===== src/rtl/exc_arbiter.sv =====
// rtl/exc_arbiter.sv - prioritised exception/interrupt request front end
//
// Purpose: synchronises NCH masked active-low interrupt lines, turns data and
// instruction abort levels into sticky one-shot events, picks the highest
// priority candidate and raises a held request towards decode. A
// request/acknowledge handshake with the pipeline is followed by an optional
// hold-off window.
//
// Ports:
//   nGCLK        core clock, rising edge
//   RESET        asynchronous active-high reset
//   nWAIT        low freezes every register
//   ISYNC        1 = inputs already synchronous (single-flop latency)
//   nINT         active-low interrupt lines
//   int_disable  per-channel mask, 1 = masked
//   DABORT       data abort level (rising edge counts)
//   IABORT       instruction abort level (rising edge counts)
//   exc_ack      pipeline has taken the current request
//   exc_req      exception request, held until acknowledged
//   exc_code     0 = dabort, 1 = iabort, 2+i = interrupt channel i
//   s_nINT       synchronised masked interrupt levels (active low)
//   busy         high while a request is pending or in hold-off

module exc_arbiter #(
  parameter int NCH        = 2,
  parameter int SYNC_DEPTH = 2,
  parameter int HOLDOFF    = 3,
  parameter int CW         = 3
) (
  input  logic           nGCLK,
  input  logic           RESET,
  input  logic           nWAIT,
  input  logic           ISYNC,
  input  logic [NCH-1:0] nINT,
  input  logic [NCH-1:0] int_disable,
  input  logic           DABORT,
  input  logic           IABORT,
  input  logic           exc_ack,
  output logic           exc_req,
  output logic [CW-1:0]  exc_code,
  output logic [NCH-1:0] s_nINT,
  output logic           busy
);

  localparam int CNTW = (HOLDOFF > 0) ? $clog2(HOLDOFF + 1) : 1;

  typedef enum logic [1:0] {
    ST_IDLE = 2'd0,
    ST_PEND = 2'd1,
    ST_HOLD = 2'd2
  } state_t;

  state_t          r_state;
  state_t          w_state_nxt;
  logic [CNTW-1:0] r_cnt;
  logic [CNTW-1:0] w_cnt_nxt;
  logic            r_req;
  logic            w_req_nxt;
  logic [CW-1:0]   r_code;
  logic [CW-1:0]   w_code_nxt;

  logic [NCH-1:0]  r_sync [SYNC_DEPTH];
  logic [NCH-1:0]  w_sync_in;

  logic            r_dab_prev;
  logic            r_iab_prev;
  logic            r_dab_pend;
  logic            r_iab_pend;
  logic            w_dab_rise;
  logic            w_iab_rise;
  logic            w_ack_take;
  logic            w_dab_clr;
  logic            w_iab_clr;

  logic            w_cand;
  logic [CW-1:0]   w_win;

  // Masking happens ahead of the chain so a masked line never looks asserted.
  assign w_sync_in = nINT | int_disable;

  // The chain always shifts; ISYNC only chooses which stage is observed.
  always_ff @(posedge nGCLK or posedge RESET) begin
    if (RESET) begin
      for (int k = 0; k < SYNC_DEPTH; k++) begin
        r_sync[k] <= '1;
      end
    end else if (nWAIT) begin
      r_sync[0] <= w_sync_in;
      for (int k = 1; k < SYNC_DEPTH; k++) begin
        r_sync[k] <= r_sync[k-1];
      end
    end
  end

  assign s_nINT = ISYNC ? r_sync[0] : r_sync[SYNC_DEPTH-1];

  // Abort one-shots: only a 0->1 change relative to the previous sample counts.
  assign w_dab_rise = DABORT & ~r_dab_prev;
  assign w_iab_rise = IABORT & ~r_iab_prev;
  assign w_ack_take = exc_ack & (r_state == ST_PEND);
  assign w_dab_clr  = w_ack_take & (r_code == CW'(0));
  assign w_iab_clr  = w_ack_take & (r_code == CW'(1));

  // A new edge on the same cycle as the clearing ack re-arms the flag.
  always_ff @(posedge nGCLK or posedge RESET) begin
    if (RESET) begin
      r_dab_prev <= 1'b0;
      r_iab_prev <= 1'b0;
      r_dab_pend <= 1'b0;
      r_iab_pend <= 1'b0;
    end else if (nWAIT) begin
      r_dab_prev <= DABORT;
      r_iab_prev <= IABORT;
      r_dab_pend <= (r_dab_pend & ~w_dab_clr) | w_dab_rise;
      r_iab_pend <= (r_iab_pend & ~w_iab_clr) | w_iab_rise;
    end
  end

  // Winner selection: scanning channels downwards lets the lowest index win,
  // then the abort flags override in their own order.
  always_comb begin
    w_cand = 1'b0;
    w_win  = '0;
    for (int i = NCH - 1; i >= 0; i--) begin
      if (!s_nINT[i]) begin
        w_cand = 1'b1;
        w_win  = CW'(i + 2);
      end
    end
    if (r_iab_pend) begin
      w_cand = 1'b1;
      w_win  = CW'(1);
    end
    if (r_dab_pend) begin
      w_cand = 1'b1;
      w_win  = CW'(0);
    end
  end

  always_comb begin
    w_state_nxt = r_state;
    w_cnt_nxt   = r_cnt;
    w_req_nxt   = r_req;
    w_code_nxt  = r_code;
    case (r_state)
      ST_IDLE: begin
        if (w_cand) begin
          w_state_nxt = ST_PEND;
          w_req_nxt   = 1'b1;
          w_code_nxt  = w_win;
        end
      end
      ST_PEND: begin
        // Code is frozen here; later higher-priority events wait their turn.
        if (exc_ack) begin
          w_req_nxt = 1'b0;
          if (HOLDOFF > 0) begin
            w_state_nxt = ST_HOLD;
            w_cnt_nxt   = CNTW'(HOLDOFF);
          end else begin
            w_state_nxt = ST_IDLE;
          end
        end
      end
      ST_HOLD: begin
        if (r_cnt <= CNTW'(1)) begin
          w_state_nxt = ST_IDLE;
          w_cnt_nxt   = '0;
        end else begin
          w_cnt_nxt = r_cnt - 1'b1;
        end
      end
      default: begin
        w_state_nxt = ST_IDLE;
        w_req_nxt   = 1'b0;
        w_cnt_nxt   = '0;
      end
    endcase
  end

  always_ff @(posedge nGCLK or posedge RESET) begin
    if (RESET) begin
      r_state <= ST_IDLE;
      r_cnt   <= '0;
      r_req   <= 1'b0;
      r_code  <= '0;
    end else if (nWAIT) begin
      r_state <= w_state_nxt;
      r_cnt   <= w_cnt_nxt;
      r_req   <= w_req_nxt;
      r_code  <= w_code_nxt;
    end
  end

  assign exc_req  = r_req;
  assign exc_code = r_code;
  assign busy     = (r_state != ST_IDLE);

endmodule

===== config.mk =====
export PLATFORM = sky130hd
export DESIGN_NAME = exc_arbiter
export DESIGN_NICKNAME = d
export VERILOG_FILES = /design/src/rtl/exc_arbiter.sv
export SDC_FILE = /design/constraint.sdc
export NUM_CORES = 1
export LEC_CHECK = 0
export BUFFER_PORTS_ARGS = -buffer_cell sky130_fd_sc_hd__buf_2
export CORE_UTILIZATION = 59
export CTS_BUF_LIST = sky130_fd_sc_hd__clkbuf_4
export DETAILED_ROUTE_END_ITERATION = 10
export PLACE_DENSITY = 0.83
export SYNTH_ARGS = -nofsm -noshare
export SYNTH_HDL_FRONTEND = slang
export SYNTH_SLANG_ARGS = --single-unit

===== constraint.sdc =====
create_clock -name nGCLK -period 2.98 [get_ports nGCLK]
set_clock_uncertainty 0.2 [all_clocks]
set_input_delay 0.298 -clock nGCLK [delete_from_list [all_inputs] [get_ports nGCLK]]
set_output_delay 0.298 -clock nGCLK [all_outputs]
set_load 0.01 [all_outputs]

; ---- Yosys cells after proc, flatten, opt, wreduce, memory -nomap -nowiden
; Index checks and enable logic that the tools add are counted.
[word_totals]
register_bits = 16
wordCells = 60
[op_classes]
add_sub_neg = 1
order_cmp = 1
eq_ne = 6
mux = 19
bitwise = 16
reduce_logical = 7
[ops]
columns = cell, count
row1 = two-way mux 2 bit, 7
row2 = case mux 2 bit (3 select lines), 2
row3 = two-way mux 3 bit, 3
row4 = AND reduction 4 bit, 2
row5 = bitwise AND 1 bit, 7
row6 = two-way mux 1 bit, 6
row7 = != test 2 bit (second input constant), 3
row8 = inverter 1 bit, 6
row9 = AND reduction 3 bit, 2
row10 = == test 3 x 1 -> 1 bit (second input constant), 1
row11 = logical NOT 3 bit, 1
row12 = case mux 1 bit (3 select lines), 1
row13 = == test 2 x 1 -> 1 bit (second input constant), 1
row14 = == test 2 bit (second input constant), 1
row15 = <= comparator 2 x 1 -> 1 bit (second input constant), 1
row16 = logical NOT 2 bit, 1
row17 = OR 1 bit, 2
row18 = OR 2 bit, 1
row19 = nonzero test 2 bit, 1
row20 = subtractor 2 x 1 -> 2 bit (second input constant), 1

; ---- Depth between registers and ports, before layout
[depth]
depth_word = 7
ltp_mapped = 5
mapped_depth_nobuf = 5

; ---- Worst setup path before layout
; Ideal clock, no wire load.
[synth_path]
path_kind = register to register
startpoint = register r_state[1]
endpoint = register r_iab_pend
arrival_ns = 1.356
required_time_ns = 2.659
setup_slack_ns = 1.303
path_stages_with_launch = 6
path_buffers = 0
period_less_slack_ns = 1.677
path_cell_list = dfrtp_1 > inv_1 > ha_1 > nand2_1 > or4b_1 > o2bb2ai_1
[synth_via]
elab_chain_cells = 6
[synth_rtl]
columns = item, line
row1 = "start, declared", 53  ; state_t r_state;
row2 = "start signal, assigned", 188  ; r_state <= w_state_nxt;
row3 = == test 2 x 1 -> 1 bit, 100  ; assign w_ack_take = exc_ack & (r_state == ST_PEND);
row4 = bitwise AND 1 bit, 100
row5 = bitwise AND 1 bit, 102  ; assign w_iab_clr = w_ack_take & (r_code == CW'(1));
row6 = inverter 1 bit, 115  ; r_iab_pend <= (r_iab_pend & ~w_iab_clr) | w_iab_rise;
row7 = bitwise AND 1 bit, 115
row8 = OR 1 bit, 115
row9 = "end signal, assigned", 115
row10 = "end, declared", 68  ; logic r_iab_pend;
; Every way passes these cells.
; A chain may end at the register's enable or synchronous reset.

; ---- Final worst setup path
[layout_path]
startpoint = register r_state[1]
endpoint = output port busy
[layout_via]
elab_chain_cells = 1
[layout_rtl]
columns = item, line
row1 = nonzero test 2 bit, 197  ; assign busy = (r_state != ST_IDLE);
row2 = "end, declared", 42  ; output logic busy
; Every way passes these cells.

==> out/results.tsv <==
stage	metric	value	unit
final_layout	multi-input logic area	407	um2
grt	first-pass GRT wire length	2700	um
clock_tree	clock buffer count from CTS	3	
worst_setup_path	startpoint types	flop	
grt	GRT overflow	0	
routing	DR WL/cell	13.9	um
sta	Setup Viol. Count Final	0	
final_layout	Register Area	380	um2
synth	synth unique cells	32	
routing	total wire length	1670	um
worst_setup_path	Crit path top cell by count	inv_1	
clock_tree	Clock Latency Late Sink	290	ps
power	VDD IR-drop max	509	uV
sta	worst slew pin tran	562	ps
run_status	status	completed	
sta	Rel. slew slack	0.625	
final_layout	layout cell share with drive strength beyond 1	0.276	
grt	Global Route Usage Sum	0.260	
floorplanning	initial core utilization	0.635	
worst_setup_path	cells along the critical path	inv_1, ha_1, inv_1, buf_2	
worst_setup_path	Worst Setup Path Type	reg -> out	
power	Lkg Pwr	0.424	nW
power	PnR Total Power	0.000753	W
place	Port Buffers	16	
worst_setup_path	Max FO, Critical Path	6	
worst_setup_path	Crit-path slowest cell	dfrtp_1	
final_layout	P&R area growth vs syn	14.2	%
worst_setup_path	Crit path largest cell delay	400	ps
grt	initial antenna violation count	0	
floorplanning	chip width	39.7	um
final_layout	Antenna diodes	0	
worst_setup_path	critical path startpoint	r_state[1]	
synth	Yosys reg bits	15	
routing	Detail Route Antenna Nets	0	
synth	Synth area leader	dfrtp_1	
routing	Iter 0 DRT Violations	11	
grt	vias in the first global route	609	
sta	worst hold slack	33.1	ps
routing	drt drc	0	
grt	largest net degree at the start of global routing	17	
place	dpl ws	1210	ps
sta	Final min period	1890	ps
floorplanning	I/O pin count	18	
clock_tree	H-tree levels	1	
worst_setup_path	family with the most delay on the worst path	flip-flops	
synth	YS warnings	0	
worst_hold_path	HP Start	IABORT	
clock_tree	cts repair resizes	0	
synth	synth top area cells	dfrtp_1, dfstp_2, ha_1	
sta	final hold vios	0	
clock_tree	Clk pin slew, worst setup/hold paths	100	ps
synth	post-synth top area share	0.329	
worst_setup_path	crit end category	primary output	
power	PwrDens	787	nW/um2
sta	period utilisation layout	0.633	
sta	Fin Setup TNS	0	ps
sta	smallest setup slack after layout	1090	ps
sta	final max-slew violation count	0	
floorplanning	die span in y	39.7	um
floorplanning	Total Die Area	1570	um2
floorplanning	core box area	1320	um2
floorplanning	num rows	13	
clock_tree	Num Clock Sinks	15	
synth	Post-Syn Area	837	um2
final_layout	final net count	121	
worst_setup_path	Buf/Inv on CP	3	
sta	RSZ-0062 raised after global routing	no	
routing	1st-pass router iterations	4	
routing	detailed-route via count	701	
synth	register area share after synthesis	0.454	
place	Final Wtd Congestion	0.825	
worst_setup_path	CP required	2480	ps
place	hpwl dp	1230	um
worst_setup_path	worst reg2reg path startpoint	r_state[1]	
synth	Synth Area per Inst	9.62	um2
synth	Mapped Nets	102	
synth	Synth Instances	87	
flow_run	max cap viols	0	
final_layout	Fill cells	93	
clock_tree	CTS tree	done	
clock_tree	Bufs on Longest Clock Path	2	
worst_setup_path	CP Data Arrival Time	1390	ps
routing	via/cell ratio	5.84	
worst_hold_path	Min-Delay Path Class	in -> reg	
sta	Achievable Freq	0.530	GHz
clock_tree	CTS root buf	clkbuf_4	
[cell usage in the layout, fill, tap and decap left out, types with 2 or more instances in the layout]
master | synthesis | final
o21ai_0 | 5 | 5
buf_2 | 1 | 16
nand2_1 | 6 | 6
nor2_1 | 8 | 8
and2_1 | 2 | 2
a31oi_1 | 3 | 3
nor4_1 | 2 | 2
a211oi_1 | 3 | 3
ha_1 | 4 | 4
o211ai_1 | 2 | 2
nand3_1 | 3 | 3
dfstp_2 | 4 | 4
mux2_2 | 4 | 4
inv_1 | 7 | 7
dfrtp_1 | 11 | 11
a21oi_1 | 3 | 3
o31ai_1 | 3 | 3
clkbuf_4 | 0 | 3
[layout make-up]
| cell class | instances | area share |
|---|---|---|
| multi-input combinational | 61 | 0.425 |
| sequential | 15 | 0.398 |
| timing repair buffer | 17 | 0.0942 |
| inverter | 8 | 0.0314 |
| clock buffer | 3 | 0.0236 |
| tap | 15 | 0.0196 |
| clock inverter | 1 | 0.00785 |
[synth_stat cells]
library cell	instances
nor2_1	8
dfstp_2	4
o2bb2ai_1	1
and3b_1	1
nand3b_1	1
a211oi_1	3
or2_1	1
o31ai_1	3
o21ai_0	5
a2111o_1	1
nand2b_1	1
buf_4	2
mux2_2	4
buf_2	1
o21bai_1	1
nand3_1	3
inv_2	1
ha_1	4
dfrtp_1	11
a31oi_1	3
o41ai_1	1
or4b_1	1
nand2_1	6
o211ai_1	2
conb_1	1
a21oi_1	3
nor4_1	2
nand4_1	1
and2_1	2
a221oi_1	1
nor2b_1	1
inv_1	7
[metrics by stage]
stage / utilization / cell area [um2] / cells
global route: 0.726 / 956 / 120
CTS: 0.726 / 956 / 120
finish: 0.726 / 956 / 120
detailed placement: 0.695 / 916 / 115
floorplan: - / 837 / 87
global placement: 0.695 / 916 / 115
[logic make-up after synthesis]
family / synth area share
buffers and inverters: 0.0598
AOI/OAI and AO/OA: 0.196
other: 0.00448
DFF: 0.454
muxes: 0.0538
adders and majority gates: 0.0598
and+or+nand+nor: 0.172
[worst paths after layout]
path	slack [ps]	to	depth (start not counted)
worst max-delay path	1090	busy	4
worst min-delay path	30	r_iab_prev	3
worst max register to register	1200	r_iab_pend	5
worst min register to register	260	r_iab_pend	1
max in group asynchronous	1780	r_sync[1]	3
min in group asynchronous	420	exc_code[0]	3
[repair_timing]
action,in CTS,in global routing
hold buffers,1,0
buffers inserted,0,0
setup endpoints to repair,0,0
hold endpoints to repair,11,0
[registers in the layout (all words and copies together) (netlist names)]
name	cells
r_sync	4
exc_req	1
exc_code	2
r_iab_prev	1
r_state	2
r_dab_pend	1
r_cnt	2
r_dab_prev	1
r_iab_pend	1
[tightest hold or removal path, cell delays in order]
cell     delay [ps]
buf_2            70
nand2_1          50
o21ai_0          60
[report_power, final]
part / leakage (nW) / internal, W / total [W] / switching, W
logic: 0.237 / 0.000130 / 0.000304 / 0.000174
registers: 0.173 / 0.000270 / 0.000325 / 0.0000555
clock network: 0.0139 / 0.0000509 / 0.000124 / 0.0000728
total: 0.424 / 0.000451 / 0.000753 / 0.000302
[layer usage]
metal	global-route usage	vias to the layer above	share of wire
met5	0	-	0
met4	0.103	0	0.0072
met3	0.0170	2	0.033
met2	0.447	16	0.51
met1	0.333	333	0.45
li1	-	350	-
(Power assumes the default switching activity.)
